[src/rtl/mux_nto1_pipe.sv]
// N-input word mux with one registered output stage, valid/ready on every port,
// external-select or round-robin selection. Define MUX_NTO1_XFER_CNT_EN to add the xfer_cnt output.
module mux_nto1_pipe #(
  parameter int WIDTH    = 32,
  parameter int NUM_IN   = 4,
  parameter int SEL_W    = 2,
  parameter int ARB_MODE = 0
) (
  input  logic                    Clk,
  input  logic                    Rst,
  input  logic [NUM_IN*WIDTH-1:0] in_data,
  input  logic [NUM_IN-1:0]       in_valid,
  output logic [NUM_IN-1:0]       in_ready,
  input  logic [SEL_W-1:0]        sel,
  output logic [WIDTH-1:0]        out_data,
  output logic                    out_valid,
  input  logic                    out_ready,
  output logic [SEL_W-1:0]        out_src
`ifdef MUX_NTO1_XFER_CNT_EN
  ,
  output logic [15:0]             xfer_cnt
`endif
);

  localparam int NUM_SLOTS = 2**SEL_W;

  // Inputs padded out to the full index range so any SEL_W-bit index is safe to use.
  logic [WIDTH-1:0]     word_arr [NUM_SLOTS];
  logic [NUM_SLOTS-1:0] valid_ext;

  genvar gi;
  generate
    for (gi = 0; gi < NUM_SLOTS; gi++) begin : g_slot
      if (gi < NUM_IN) begin : g_live
        assign word_arr[gi]  = in_data[gi*WIDTH +: WIDTH];
        assign valid_ext[gi] = in_valid[gi];
      end else begin : g_pad
        assign word_arr[gi]  = '0;
        assign valid_ext[gi] = 1'b0;
      end
    end
  endgenerate

  logic             out_valid_q, out_valid_d;
  logic [WIDTH-1:0] out_data_q,  out_data_d;
  logic [SEL_W-1:0] out_src_q,   out_src_d;
  logic [SEL_W-1:0] ptr_q,       ptr_d;

  logic             space;
  logic             sel_in_range;
  logic             rr_found;
  logic [SEL_W-1:0] rr_idx;
  int               probe;
  logic             choose_ok;
  logic [SEL_W-1:0] choose_idx;
  logic             xfer;

  assign space        = !out_valid_q || out_ready;
  assign sel_in_range = {1'b0, sel} < (SEL_W+1)'(NUM_IN);

  // Round-robin: first valid channel strictly after the last granted one.
  always_comb begin
    rr_found = 1'b0;
    rr_idx   = '0;
    probe    = 0;
    for (int k = 1; k <= NUM_IN; k++) begin
      probe = (int'(ptr_q) + k) % NUM_IN;
      if (!rr_found && valid_ext[SEL_W'(probe)]) begin
        rr_found = 1'b1;
        rr_idx   = SEL_W'(probe);
      end
    end
  end

  assign choose_ok  = (ARB_MODE == 1) ? rr_found : sel_in_range;
  assign choose_idx = (ARB_MODE == 1) ? rr_idx   : sel;
  assign xfer       = choose_ok && valid_ext[choose_idx] && space;

  generate
    for (gi = 0; gi < NUM_IN; gi++) begin : g_ready
      assign in_ready[gi] = space && choose_ok && (choose_idx == SEL_W'(gi));
    end
  endgenerate

  always_comb begin
    out_valid_d = out_valid_q;
    out_data_d  = out_data_q;
    out_src_d   = out_src_q;
    ptr_d       = ptr_q;
    if (xfer) begin
      out_valid_d = 1'b1;
      out_data_d  = word_arr[choose_idx];
      out_src_d   = choose_idx;
      if (ARB_MODE == 1) begin
        ptr_d = choose_idx;
      end
    end else if (out_valid_q && out_ready) begin
      out_valid_d = 1'b0;
    end
  end

  always_ff @(posedge Clk or negedge Rst) begin
    if (!Rst) begin
      out_valid_q <= 1'b0;
      out_data_q  <= '0;
      out_src_q   <= '0;
      ptr_q       <= SEL_W'(NUM_IN - 1);
    end else begin
      out_valid_q <= out_valid_d;
      out_data_q  <= out_data_d;
      out_src_q   <= out_src_d;
      ptr_q       <= ptr_d;
    end
  end

  assign out_valid = out_valid_q;
  assign out_data  = out_data_q;
  assign out_src   = out_src_q;

`ifdef MUX_NTO1_XFER_CNT_EN
  logic [15:0] cnt_q, cnt_d;

  always_comb begin
    cnt_d = cnt_q;
    if (xfer) begin
      cnt_d = cnt_q + 16'd1;
    end
  end

  always_ff @(posedge Clk or negedge Rst) begin
    if (!Rst) begin
      cnt_q <= '0;
    end else begin
      cnt_q <= cnt_d;
    end
  end

  assign xfer_cnt = cnt_q;
`endif

endmodule

[config.mk]
export PLATFORM = sky130hd
export DESIGN_NAME = mux_nto1_pipe
export DESIGN_NICKNAME = d
export VERILOG_FILES = /design/src/rtl/mux_nto1_pipe.sv
export SDC_FILE = /design/constraint.sdc
export NUM_CORES = 1
export LEC_CHECK = 0
export ABC_AREA = 1
export CAP_MARGIN = 40
export CORE_ASPECT_RATIO = 1.4
export CORE_MARGIN = 2
export CORE_UTILIZATION = 40
export DETAILED_ROUTE_END_ITERATION = 10
export HOLD_SLACK_MARGIN = 0.1
export PLACE_DENSITY = 0.95
export SLEW_MARGIN = 20
export SYNTH_ARGS = -nofsm -noshare
export SYNTH_HDL_FRONTEND = slang
export SYNTH_SLANG_ARGS = --single-unit
[constraint.sdc]
create_clock -name Clk -period 3.5 [get_ports Clk]
set_input_delay 0.7 -clock Clk [delete_from_list [all_inputs] [get_ports Clk]]
set_output_delay 0.7 -clock Clk [all_outputs]
set_load 0.005 [all_outputs]
* After elaboration in Yosys (flattened, before gate mapping)
Cells that the tools add are included.
Storage, ports and cells: flip-flop bits (word level) 35, input bits 137, output and inout port bits 39, logic and storage cells 26
Cells by class: $lt $le $gt $ge 2, equal/unequal tests 3, mux-type cells 7, bitwise operators 1, reduce and logical (&&, ||, !) cells 10
Operators by type and width (count):
- binary-select mux 32 bit (select 2 bit) | 1
- 2-to-1 mux 32 bit | 2
- logical AND 1 bit | 6
- equality test 2 bit, second input constant | 2
- >= comparator 3 bit, second input constant | 1
- less-than comparator 2 x 3 -> 1 bit, second input constant | 1
- 2-to-1 mux 1 bit | 3
- NOT 2 -> 3 bit | 1
- binary-select mux 1 bit (select 2 bit) | 1
- equality test 2 x 1 -> 1 bit, second input constant | 1
- zero test 2 bit | 1
- nonzero test 2 bit | 1
- zero test 1 bit | 1
- logical OR 1 bit | 1

* Depth between registers and ports, before layout
Gate-level depths: netlist of run 1.
word-level depth 4, depth in mapped cells 10, mapped depth without buffers 8

* Worst setup path before layout of run 1
Ideal clock, no wire load.
path kind input port to output port, from input sel[0], to output in_ready[0], data arrival time 1336 ps, setup slack 1464 ps, stages on the path 4, cells stage by stage buf_6 buf_4 buf_4 nor3_1
On the way: cells in the longest elaborated chain, start to end 2
RTL lines:
- start, declared | RTL line 14 | input logic [SEL_W-1:0] sel,
- zero test 2 bit | RTL line 81 | assign in_ready[gi] = space && choose_ok && (choose_idx == SEL_W'(gi));
- logical AND 1 bit | RTL line 81
- end, declared | RTL line 13 | output logic [NUM_IN-1:0] in_ready,
No other way between the ends.

* Worst setup path in the final report of run 1
from input sel[1], to output in_ready[2]
On the way: cells in the longest elaborated chain, start to end 2
RTL lines (RTL line):
- equality test 2 bit | 81
- logical AND 1 bit | 81
No other way between the ends.

==> summary.txt, run 1 <==
Place
  • GP Congestion: 0.814
  • Post-DP Area: ~0.0043 sq mm
  • Port Buf Inserts: 175
  • Detail Placement HPWL: 6.57 mm
  • Pre-CTS WS: 0.591 ns

STA
  • Hold Vio Cnt, Final: 0
  • Final worst-path setup slack: roughly 0.63 ns
  • Worst-Margin Slew: about 0.62 ns
  • Slew margin rel.: 58.7%
  • RSZ-0062 raised after global routing: false
  • Fmax: 349 MHz
  • Setup Skew: 0.00829 ns
  • Tmin final: 2.87 ns
  • Setup violators final: 0
  • Tcrit/Tclk final: 81.9%
  • Slew Limit Fails: 0
  • TNS Setup: 0 ns
  • Fin Hold WS: 0.226 ns

Power and ir drop
  • VDD IR-drop max: 0.177 mV
  • Combinational share of power: 43.8%
  • Switch Pwr: 448 uW
  • Pint: 1000 uW
  • Sequential share of power: 37.4%
  • Clock share of power: a little under a fifth
  • P_leak: 0.00238 uW
  • Switching share of power: 30.9%
  • P per Cell Area: between 300 and 400 mW/mm^2

Route
  • DR vias: 3362
  • DRC Markers: 0
  • Via/cell ratio: 4.76
  • Routed Antenna Nets: 0
  • Detailed Routing Iterations Pass 1: 5
  • Avg WL per Cell: 12.1 um
  • Initial DRC Count: 174
  • DRT Wirelength: 8.58 mm

Synth
  • Synthesis-stage register bit count: 35
  • Post-synth ARST share: 100%
  • Top cells by area, synth: nand2_1, dfrtp_1, nand3_1, buf_6, buf_4
  • Mapped Avg Cell Area: 5.65 sq um
  • Post-synthesis sequential area ratio: 32.6%
  • Post-synth EDFFs: 0
  • Gate Count Post-Synth: 476
  • Most common cell in the synthesized netlist: nand2_1
  • Syn_nets: 613
  • Most used flip-flop cell after synthesis: dfrtp_1
  • Netlist cell types: 15
  • Syn. warnings: 0
  • Yosys top cell area share: 50.8%
  • Synth top cells by count: nand2_1, dfrtp_1, nand3_1, buf_2, buf_4
  • Synthesized area: ~0.0027 sq mm
  • Largest area contributor in the netlist: nand2_1

Worst setup path
  • Critical Path RT: 2.80 ns
  • Crit-path most repeated cell: clkdlybuf4s50_1
  • Slowest stage delay, CP: 0.67 ns
  • Worst path bufs/invs: 3
  • Startpoint class of the critical path: input pin
  • Kind of critical path: input pin to output pin
  • Worst path cell trace: clkdlybuf4s50_1, inv_2, nor3_1, clkdlybuf4s50_1
  • Crit path max-delay family: buffers and inverters
  • Critical path arrival: 2.17 ns
  • Crit end category: output pin
  • Worst r2r path cells: 6
  • Crit-path slowest cell: clkdlybuf4s50_1
  • Crit path depth: 4
  • Highest net fanout along the worst path: 10

Global route
  • Vias in the first global route: 3164
  • Initial antenna violation count: 0
  • Grt ovf: 0
  • Largest net degree at the start of global routing: 56
  • Gr usage total: a little under a quarter
  • First-pass GRT wire length: around 14 mm

Layout
  • Area growth syn-to-layout: 65.5%
  • Area of the multi-input gates: approximately 0.0016 sq mm
  • Ant diodes: 0
  • Register Area: approximately 880 sq um
  • Share of cells above drive strength 1: 3.00%
  • Fillers: 581
  • Nets: 769
  • Final instance area: approximately 0.0044 sq mm

Outcome
  • Status: completed

Die
  • Ports: 176
  • # rows: 35
  • Die Y: 101 um
  • CORE AREA: 0.00653 sq mm
  • Starting density of the core: 41.2%
  • Die ar.: approximately 0.0074 sq mm
  • Die width: 73.3 um

Clocking
  • Htree depth: 2
  • Root buf cell: clkbuf_8
  • Hold buffers post-CTS: 0
  • Clock buffers created by TritonCTS: 5
  • CTS tree: done
  • Clk slew on worst S/H paths: 0.07 ns
  • Max clock buf depth: 2
  • CTS Sinks: 35
  • Post_cts resized: 0
  • Post-CTS Setup Bufs: 0
  • Worst-Skew Late Latency: 0.28 ns

Job
  • MaxCap Viol Count: 0

Min path
  • Hold Path Class: input pin to asynchronous set/reset pin
==> cell type report <==
type                            instances  area share [%]
Clock buffer                            7            1.72
Clock inverter                          1           0.113
Inverter                                4           0.394
Multi-Input combinational cell        406            35.7
Sequential cell                        35            19.7
Tap cell                               74            2.08
Timing Repair Buffer                  180            40.3
==> path summary, 6_finish.rpt <==
check / start / endpoint / slack, ns
max: sel[1] / in_ready[2] / 0.63
min: Rst / out_data[22]$_DFFE_PN0P_ / 0.23
max reg2reg: out_valid$_DFFE_PN0P_ / out_data[18]$_DFFE_PN0P_ / 1.78
min reg2reg: out_data[3]$_DFFE_PN0P_ / out_data[3]$_DFFE_PN0P_ / 0.47
max in group asynchronous: Rst / out_data[31]$_DFFE_PN0P_ / 2.89
min in group Clk: out_data[3]$_DFFE_PN0P_ / out_data[3]$_DFFE_PN0P_ / 0.47
==> worst reg2reg max path, stage by stage, from the launching register on <==
cell     delay [ns]
dfrtp_1        0.35
inv_1          0.05
nor2_1         0.30
inv_2          0.35
nand2_4        0.42
nand2_1        0.11
nand2_1        0.07
==> cells in the final DEF, fill, tap and decap left out <==
cell type          n
clkinv_2           1
inv_1              1
clkbuf_8           5
nand2_1          364
dfrtp_1           35
buf_4              4
inv_4              1
nand2_2            1
buf_12             1
nor2_1             1
nor3_1             4
nand2_4            2
inv_2              2
nand3_1           34
clkbuf_1           2
clkdlybuf4s50_1  173
buf_2              2
==> state kept, by name (all words and copies together), names as in the netlist <==
name,cells
out_valid,1
out_data,32
out_src,2
==> per-layer routing <==
metal	vias up	GRT usage, %	routed length (um)
met3	25	4.90	508
li1	1746	-	-
met2	125	43.9	4660
met5	-	0	0
met4	0	10.5	328
met1	1466	24.3	3080
==> power by group through the flow <==
stage | registers [uW] | logic [uW] | clock network (uW)
5_1_grt | 553 | 701 | 297
3_5_place_dp | 549 | 638 | 0
4_1_cts | 543 | 639 | 279
2_1_floorplan | 553 | 242 | 0
3_3_place_gp | 544 | 620 | 0
6_report | 543 | 635 | 272
==> stage by stage <==
stage	power (uW)	instances	util [%]
after floorplan	796	476	-
after global placement	1160	698	66.6
after detailed placement	1190	698	66.6
after CTS	1460	706	67.9
after global routing	1550	707	68.2
final	1450	707	68.2
==> kinds of logic after synthesis <==
family | after synthesis | share of synthesized area [%]
buffers and inverters | 35 | 8.29
flip-flops | 35 | 32.6
AND/OR/NAND/NOR | 406 | 59.1
No activity file was read; power rests on OpenSTA's default activity.
==> inputs of run 2 (changes only) <==
--- a/config.mk
+++ b/config.mk
@@ -9,10 +9,10 @@
 export CAP_MARGIN = 40
 export CORE_ASPECT_RATIO = 1.4
 export CORE_MARGIN = 2
-export CORE_UTILIZATION = 40
+export CORE_UTILIZATION = 33
 export DETAILED_ROUTE_END_ITERATION = 10
 export HOLD_SLACK_MARGIN = 0.1
-export PLACE_DENSITY = 0.95
+export PLACE_DENSITY = 0.88
 export SLEW_MARGIN = 20
 export SYNTH_ARGS = -nofsm -noshare
 export SYNTH_HDL_FRONTEND = slang
==> constraint.sdc (replaced) <==
create_clock -name Clk -period 2.4 [get_ports Clk]
set_input_delay 0.48 -clock Clk [delete_from_list [all_inputs] [get_ports Clk]]
set_output_delay 0.48 -clock Clk [all_outputs]
set_load 0.005 [all_outputs]
==> run 2 against run 1 <==
Clock skew shrank 0.0053 ns. Die area up 20%. Worst hold slack worse by 0.088 ns. Sequential power is 46% higher. Clock power grew 47%. Critical path type unchanged. Via count increased by 3.5%. Combinational power increased by 48%.
==> summary.txt, run 2 (synthesized netlist as in run 1, its figures left out) <==
Layout
  • Register Area: a little under 900 sq um
  • Area growth syn-to-layout: 68.9%
  • Nets: 775
  • Fillers: 752
  • Most common cell after layout, fill and taps aside: nand2_1
  • Ant diodes: 0
  • Share of cells above drive strength 1: 3.91%
  • Non-filler instance count after layout: between 700 and 800
  • Most frequent cells in the layout: nand2_1, clkdlybuf4s50_1, dfrtp_1
  • Area of the multi-input gates: 0.00159 sq mm
  • Largest register FFs: 32

STA
  • Slew margin rel.: 67.0%
  • RSZ-0062 raised after global routing: false
  • Setup violators final: 0
  • Tmin final: 2.36 ns
  • Slew Limit Fails: 0
  • Setup Skew: 0.00296 ns
  • Tcrit/Tclk final: just under 100%
  • Worst-Margin Slew: 0.495 ns
  • TNS Setup: 0 ns
  • Fin Hold WS: about 0.14 ns
  • Hold Vio Cnt, Final: 0
  • Fmax: 424 MHz

Place
  • Port Buf Inserts: 175
  • GP Congestion: 0.811
  • Placed cell count: 730
  • Detail Placement HPWL: 6.86 mm

Power and ir drop
  • VDD IR-drop max: 0.198 mV
  • P_leak: 0.00244 uW
  • P per Cell Area: between 400 and 500 mW/mm^2

Die
  • CORE AREA: 0.00785 sq mm
  • Die width: 80.3 um
  • # rows: 38
  • Ports: between 150 and 200
  • Die Y: about 110 um
  • Die ar.: 0.00889 sq mm
  • Starting density of the core: between 30% and 40%

Worst setup path
  • Critical path arrival: approximately 1.9 ns
  • Worst setup path end: in_ready[1]
  • Worst reg2reg path endpoint: out_valid$_DFFE_PN0P_
  • Highest net fanout along the worst path: 7
  • Startpoint class of the critical path: input pin
  • Kind of critical path: input pin to output pin
  • Crit end category: output pin
  • Worst setup path start: sel[1]
  • Critical Path RT: 1.92 ns
  • Slowest stage delay, CP: about 0.52 ns
  • Worst path cell trace: clkdlybuf4s50_1, buf_4, buf_4, nor3_1, clkdlybuf4s50_1
  • Reg-to-reg slack, setup: about 0.94 ns
  • Reg2reg start: out_valid$_DFFE_PN0P_
  • Worst r2r path cells: 5
  • Crit-path slowest cell: clkdlybuf4s50_1

Route
  • Via/cell ratio: between 4 and 5
  • Avg WL per Cell: 12.2 um
  • DRC Markers: 0
  • DR vias: ~3500
  • Detailed Routing Iterations Pass 1: 4
  • Routed Antenna Nets: 0
  • Initial DRC Count: between 100 and 150
  • DRT Wirelength: between 8 and 9 mm

Clocking
  • CTS tree: done
  • Clock buffers created by TritonCTS: 5
  • Htree depth: 2
  • Worst-Skew Late Latency: between 0.2 and 0.3 ns
  • CTS Sinks: 35
  • Max clock buf depth: 2
  • Root buf cell: clkbuf_8
  • Clk slew on worst S/H paths: 0.07 ns

Global route
  • Initial antenna violation count: 0
  • Vias in the first global route: 3346
  • Largest net degree at the start of global routing: 54
  • First-pass GRT wire length: ~14 mm
  • Gr usage total: 20.0%
  • Grt ovf: 0

Outcome
  • Status: completed

Min path
  • Hold Path Class: input pin to asynchronous set/reset pin

Job
  • MaxCap Viol Count: 0
[run 2: what timing repair did]
action	CTS	global route
endpoints found under the setup margin	0	2
buffers inserted	0	0
gates resized for setup	0	2
hold buffers	0	0
[run 2: layer usage]
| layer | part of all wire, % | track usage, % | vias to the layer above |
|---|---|---|---|
| met1 | 36 | 19.9 | 1550 |
| met2 | 54 | 39.0 | 153 |
| li1 | - | - | 1757 |
| met4 | 2.7 | 7.68 | 0 |
| met3 | 7.6 | 4.07 | 18 |
| met5 | 0 | 0 | - |
[run 2: layout make-up]
type                       count  share of cell area (%)
tap                          100                    2.76
inverter                       4                   0.386
clock buffer                   7                    1.68
multi-input combinational    406                    35.0
sequential                    35                    19.3
timing repair buffer         186                    40.7
clock inverter                 1                   0.110
[run 2: metrics by stage]
step / power [uW] / utilization [%] / area [sq um] / setup slack, ns
floorplan: 1160 / - / 2690 / 0.804
CTS: 2150 / 57.4 / 4510 / 0.0407
global route: 2280 / 57.8 / 4540 / 0.00420
detailed placement: 1740 / 56.4 / 4420 / 0.0418
global placement: 1710 / 56.4 / 4420 / 0.0426
finish: 2130 / 57.8 / 4540 / 0.0402
[run 2: worst min-delay path by stage]
| stage | from | to | slack [ns] | depth (start not counted) |
|---|---|---|---|---|
| after global placement | out_data[13]$_DFFE_PN0P_ | out_data[13]$_DFFE_PN0P_ | 0.45 | 2 |
| final | Rst | out_data[15]$_DFFE_PN0P_ | 0.14 | 1 |
| after global routing | Rst | out_data[15]$_DFFE_PN0P_ | 0.16 | 1 |
| after CTS | Rst | out_data[17]$_DFFE_PN0P_ | 0.29 | 1 |
| after detailed placement | out_data[27]$_DFFE_PN0P_ | out_data[27]$_DFFE_PN0P_ | 0.46 | 2 |
| after floorplan | Rst | out_data[0]$_DFFE_PN0P_ | 0.18 | 0 |
[run 2: power by group]
part / internal [uW] / total, uW / switching (uW)
registers: 719 / 791 / 71.6
clock network: 203 / 400 / 196
logic: 549 / 937 / 388
total: 1470 / 2130 / 656
[run 2: worst max-delay path: cells and delay by family]
kind | cells | cell delay, ns
and+or+nand+nor | 1 | 0.16
buffers and inverters | 4 | 1.24
